==> config.mk <==
export PLATFORM = sky130hd
export DESIGN_NAME = cpu_instr_fetch_bridge
export DESIGN_NICKNAME = d
export VERILOG_FILES = /design/src/rtl/cpu_instr_fetch_bridge.sv
export SDC_FILE = /design/constraint.sdc
export NUM_CORES = 1
export LEC_CHECK = 0
export CORE_MARGIN = 3
export CORE_UTILIZATION = 30
export CTS_CLUSTER_SIZE = 40
export DETAILED_ROUTE_END_ITERATION = 10
export PLACE_DENSITY = 0.57
export REMOVE_ABC_BUFFERS = 1
export SLEW_MARGIN = 10
export SYNTH_ARGS = -nofsm -noshare
export SYNTH_HDL_FRONTEND = slang
export SYNTH_SLANG_ARGS = --single-unit
==> constraint.sdc <==
create_clock -name clk -period 3.2 [get_ports clk]
set_input_delay 0.64 -clock clk [delete_from_list [all_inputs] [get_ports clk]]
set_output_delay 0.64 -clock clk [all_outputs]
set_load 0.1 [all_outputs]
==> src/rtl/cpu_instr_fetch_bridge.sv <==
// Instruction-fetch bridge: turns one 128-bit CPU fetch into four 32-bit request/grant memory
// reads, reassembles the beats, and acks once. A response timeout keeps a dead memory from hanging the CPU.
module cpu_instr_fetch_bridge #(
  parameter int unsigned MEM_AW          = 32,
  parameter int unsigned TIMEOUT         = 256,
  parameter int unsigned MAX_OUTSTANDING = 4
) (
  input  logic              clk,
  input  logic              rst,
  input  logic              cpu_read_valid,
  input  logic [32:0]       cpu_read_addr,
  output logic [127:0]      cpu_read_data,
  output logic              cpu_read_ack,
  output logic              fetch_err,
  output logic              mem_req,
  output logic [MEM_AW-1:0] mem_addr,
  input  logic              mem_gnt,
  input  logic              mem_rvalid,
  input  logic [31:0]       mem_rdata
);

  localparam int unsigned TW = $clog2(TIMEOUT + 1);

  typedef enum logic [1:0] {StIdle, StFetch, StResp, StGap} state_e;

  state_e            state_q, state_d;
  logic [MEM_AW-1:0] base_q, base_d;
  logic [MEM_AW-1:0] addr_q, addr_d;
  logic [2:0]        issued_q, issued_d;
  logic [2:0]        returned_q, returned_d;
  logic [2:0]        drain_q, drain_d, drain_rst;
  logic [TW-1:0]     tmo_q, tmo_d;
  logic [127:0]      data_q, data_d;
  logic              req_q, req_d;
  logic              ack_q, ack_d;
  logic              err_q, err_d;

  logic              grant;
  logic              take;
  logic [2:0]        pend;

  always_comb begin
    state_d    = state_q;
    base_d     = base_q;
    addr_d     = addr_q;
    issued_d   = issued_q;
    returned_d = returned_q;
    drain_d    = drain_q;
    tmo_d      = tmo_q;
    data_d     = data_q;
    req_d      = req_q;
    ack_d      = 1'b0;
    err_d      = 1'b0;
    grant      = req_q & mem_gnt;
    take       = 1'b0;

    // Returns of an abandoned fetch are swallowed here, never written to data.
    if (state_q != StFetch && drain_q != 3'd0 && mem_rvalid) begin
      drain_d = drain_q - 3'd1;
    end

    unique case (state_q)
      StIdle: begin
        if (cpu_read_valid && drain_q == 3'd0) begin
          base_d     = MEM_AW'({cpu_read_addr, 2'b00});
          addr_d     = base_d;
          issued_d   = 3'd0;
          returned_d = 3'd0;
          tmo_d      = '0;
          req_d      = 1'b1;
          state_d    = StFetch;
        end
      end
      StFetch: begin
        take       = mem_rvalid && (returned_q < issued_q);
        issued_d   = issued_q + {2'b00, grant};
        returned_d = returned_q + {2'b00, take};
        if (take) begin
          data_d[{returned_q[1:0], 5'd0} +: 32] = mem_rdata;
        end
        // Timer is idle until the first grant, then runs every fetch cycle.
        if (grant || tmo_q != '0) begin
          tmo_d = tmo_q + TW'(1);
        end
        req_d  = (issued_d < 3'd4) && ((issued_d - returned_d) < 3'(MAX_OUTSTANDING));
        addr_d = base_q + MEM_AW'(issued_d);
        if (returned_d == 3'd4) begin
          state_d = StResp;
          ack_d   = 1'b1;
          req_d   = 1'b0;
        end else if (tmo_q == TW'(TIMEOUT)) begin
          state_d = StResp;
          ack_d   = 1'b1;
          err_d   = 1'b1;
          req_d   = 1'b0;
          data_d  = '0;
          drain_d = issued_d - returned_d;
        end
      end
      StResp:  state_d = StGap;
      StGap:   state_d = StIdle;
      default: state_d = StIdle;
    endcase

    // Beats still in flight when reset hits must be drained afterwards, including
    // one granted on the reset edge itself.
    pend      = (state_q == StFetch) ? (issued_q + {2'b00, grant} - returned_q) : drain_q;
    drain_rst = (mem_rvalid && pend != 3'd0) ? (pend - 3'd1) : pend;
  end

  always_ff @(posedge clk) begin
    if (rst) begin
      state_q    <= StIdle;
      base_q     <= '0;
      addr_q     <= '0;
      issued_q   <= 3'd0;
      returned_q <= 3'd0;
      drain_q    <= drain_rst;
      tmo_q      <= '0;
      data_q     <= '0;
      req_q      <= 1'b0;
      ack_q      <= 1'b0;
      err_q      <= 1'b0;
    end else begin
      state_q    <= state_d;
      base_q     <= base_d;
      addr_q     <= addr_d;
      issued_q   <= issued_d;
      returned_q <= returned_d;
      drain_q    <= drain_d;
      tmo_q      <= tmo_d;
      data_q     <= data_d;
      req_q      <= req_d;
      ack_q      <= ack_d;
      err_q      <= err_d;
    end
  end

  assign cpu_read_data = data_q;
  assign cpu_read_ack  = ack_q;
  assign fetch_err     = err_q;
  assign mem_req       = req_q;
  assign mem_addr      = addr_q;

endmodule

==> results_dict.tcl <==
set metrics [dict create \
    hold_viol 0 \
    hpwl_um 18800 \
    r2r-start "mem_addr[1]" \
    power.leakage_nw 4.94 \
    hold_class "register to register" \
    critPathLaunchType "register" \
    setup_viol 0 \
    die_x_um 174 \
    hold_start "mem_addr[10]" \
    dpl.cell_count 1476 \
    layout.area.seq_um2 4230 \
    vias 7680 \
    hold_depth 2 \
    grt_usage_pct 17.5 \
    clk_latency_ns 0.52 \
    synthArstFlopShare_pct 0 \
    reg2reg_depth 14 \
    fin_setup_tns_ns 0 \
    ant_nets 0 \
    syn_to_final_growth_pct 43.2 \
    critical_path_arrival_ns 3.54 \
    syn_inst 881 \
    multi_input_area_um2 4040 \
    drt_iter0_markers 444 \
    drc 0 \
    wl_per_cell_um 19.0 \
    hold_slack_ns 0.453 \
    layout.nets 1234 \
    worstSetupEndpointType "register" \
    crit_slowest_cell "a211o_1" \
    die_h_um 174 \
    grt_overflow 0 \
    cts_tree "built" \
    drv_cap 0 \
    final_cells 1532 \
    start_util_pct 30.6 \
    maxSlewViolCount 0 \
    netlist.area_leader.share_pct 49.6 \
    worstPathCellList "inv_1 > ha_1 > a21o_1 > a21oi_2 > ha_2 > ha_1 > or2_1 > o2111a_1 > a211o_1 > buf_4 > nor3_4 > buf_6 > clkbuf_16 > a22o_1" \
    worst-path-max-fanout 8 \
    io_buffer_count 229 \
    root_buffer "clkbuf_16" \
    synth_edf_count 0 \
    ios 233 \
    drive_gt1_share_pct 25.1 \
    fillers 2725 \
    grt_max_degree 40 \
    finalWorstSetupSlack_ns 0.116 \
    post-route-min-period_ns 3.08 \
    antenna_found_initial 0 \
    final_area_um2 12200 \
    routed_wl_um 29200 \
    p_total_mw 8.34 \
    first_pass_iters 5 \
    dpl_worst_slack_ns -0.604 \
    gp_congestion 0.792 \
    irDropWorstVdd_uv 446 \
    min_period_over_period_pct 96.4 \
    skew_ns 0.0104 \
    setup.worst_path.start "mem_addr[1]" \
    placed_cell_area_um2 11100 \
    syn_area_um2 8520 \
    die_area_um2 30400 \
    yosys-top-cells-area "dfxtp_1 50%, a22o_1 13%, nand2_1 4.3%" \
    yosys.area.top_type "dfxtp_1" \
    via_per_inst 5.01 \
    max_stage_delay_ns 0.34 \
    setup.worst_path.class "register to register" \
    n_antenna_cell 0 \
    synth_area_per_cell_um2 9.67 \
    ys_ff_latch 211 \
    clockBufferDepth 3 \
    htreeDepth 1 \
    worstMarginPinSlew_ns 0.733 \
    ys_types 58 \
    power_density_nw_per_um2 684 \
    cpMostUsedCell "ha_1" \
    yosys_warnings 0 \
    coreArea_um2 27900 \
    clk_pin_slew_worst_paths_ns 0.06 \
    grt_pass1_vias 7347 \
    grt_pass1_wl_um 43200 \
    ys.flop_type "dfxtp_1" \
    clock-sinks 211 \
    cts_made_buffers 26 \
    max_slew_margin_pct 51.0 \
    num_rows 61 \
    status "complete, no violations" \
    fmax_ghz 0.324 \
    ys_seq_area_share_pct 49.6 \
    post-route-util_pct 43.8 \
    crit_required_ns 3.66 \
]
==> sequential cells by signal, indices dropped and copies added (netlist names) <==
name / count
issued_q: 1
cpu_read_data: 128
mem_addr: 32
fetch_err: 1
state_q: 2
mem_req: 1
base_q: 30
tmo_q: 9
drain_q: 3
cpu_read_ack: 1
returned_q: 3
==> layout make-up <==
type | count | area share, %
Sequential cell | 211 | 34.7
Multi-Input combinational cell | 581 | 33.2
Inverter | 27 | 0.831
Clock inverter | 6 | 0.523
Tap cell | 378 | 3.88
Timing Repair Buffer | 290 | 20.7
Clock buffer | 39 | 6.24
==> metal layers <==
layer | track usage [%] | vias up | part of all wire [%]
li1 | - | 3716 | -
met1 | 24.0 | 3691 | 46
met2 | 28.3 | 228 | 46
met3 | 3.21 | 45 | 5.3
met4 | 5.05 | 0 | 2.6
met5 | 0 | - | 0
==> Yosys cell counts (5+ instances only) <==
library cell and n:
nand2_1 98, or3_1 8, a31oi_1 10, a211oi_1 8, xnor2_1 27, inv_1 27
a21oi_1 54, nand3_1 21, clkbuf_1 38, o211ai_1 6, dfxtp_1 211, xor2_1 7
a21o_1 5, nand4_1 9, ha_1 25, o21ai_0 26, buf_2 12, nor2_1 52
and4_1 5, buf_1 5, nor4b_1 9, nor3_1 7, mux2i_1 8, nor4_1 7
a22o_1 128
==> cell families (layout without fill, tap and decap cells) <==
| group | Yosys count | in the layout | share of synthesized area, % |
|---|---|---|---|
| adder cells (fa/ha/maj) | 27 | 27 | 4.14 |
| AND/OR/NAND/NOR | 244 | 244 | 13.9 |
| multiplexers | 10 | 10 | 1.20 |
| XOR/XNOR | 34 | 34 | 3.50 |
| AO/OA/AOI/OAI | 266 | 266 | 23.1 |
| flip-flops | 211 | 211 | 49.6 |
| buffers and inverters | 89 | 362 | 4.51 |
==> critical path, delay by kind of cell, from the launching register on <==
kind	cells	cell delay, ns
DFF	1	0.32
adders and majority gates	3	0.71
buffers and inverters	4	0.52
AOI/OAI and AO/OA	5	1.05
and+or+nand+nor	2	0.41
==> power by group <==
part / switching [mW] / internal [mW] / total [mW] / leakage, nW
Sequential: 0.171 / 2.82 / 2.99 / 1.71
Clock: 1.12 / 1.71 / 2.83 / 0.397
Combinational: 1.78 / 0.735 / 2.51 / 2.83
Total: 3.07 / 5.27 / 8.34 / 4.94
==> path summary, 6_finish.rpt <==
check / to / slack [ns]
max: cpu_read_data[16] / 0.12
min reg2reg: mem_addr[10] / 0.45
max reg2reg: cpu_read_data[16] / 0.12
min: mem_addr[10] / 0.45
==> what timing repair did <==
item / 4_1_cts / 5_1_grt
setup buffers: 1 / 5
pin swaps: 1 / 7
setup endpoints to repair: 4 / 142
hold buffers: 0 / 0
gates cloned: 0 / 5
resized for setup: 3 / 20
==> placed cells by master (no fill, tap or decap), types with 9 or more instances in the layout <==
master           instances
clkbuf_16               30
a21oi_1                 53
a22o_1                 128
clkdlybuf4s50_1         65
inv_1                   26
buf_12                  10
nand4_1                  9
dfxtp_1                209
buf_4                  209
nand2_1                 98
ha_1                    21
a31oi_1                 10
nand3_1                 21
o21ai_0                 25
nor2_1                  51
xnor2_1                 25
Power figures use the tool's default switching activity.
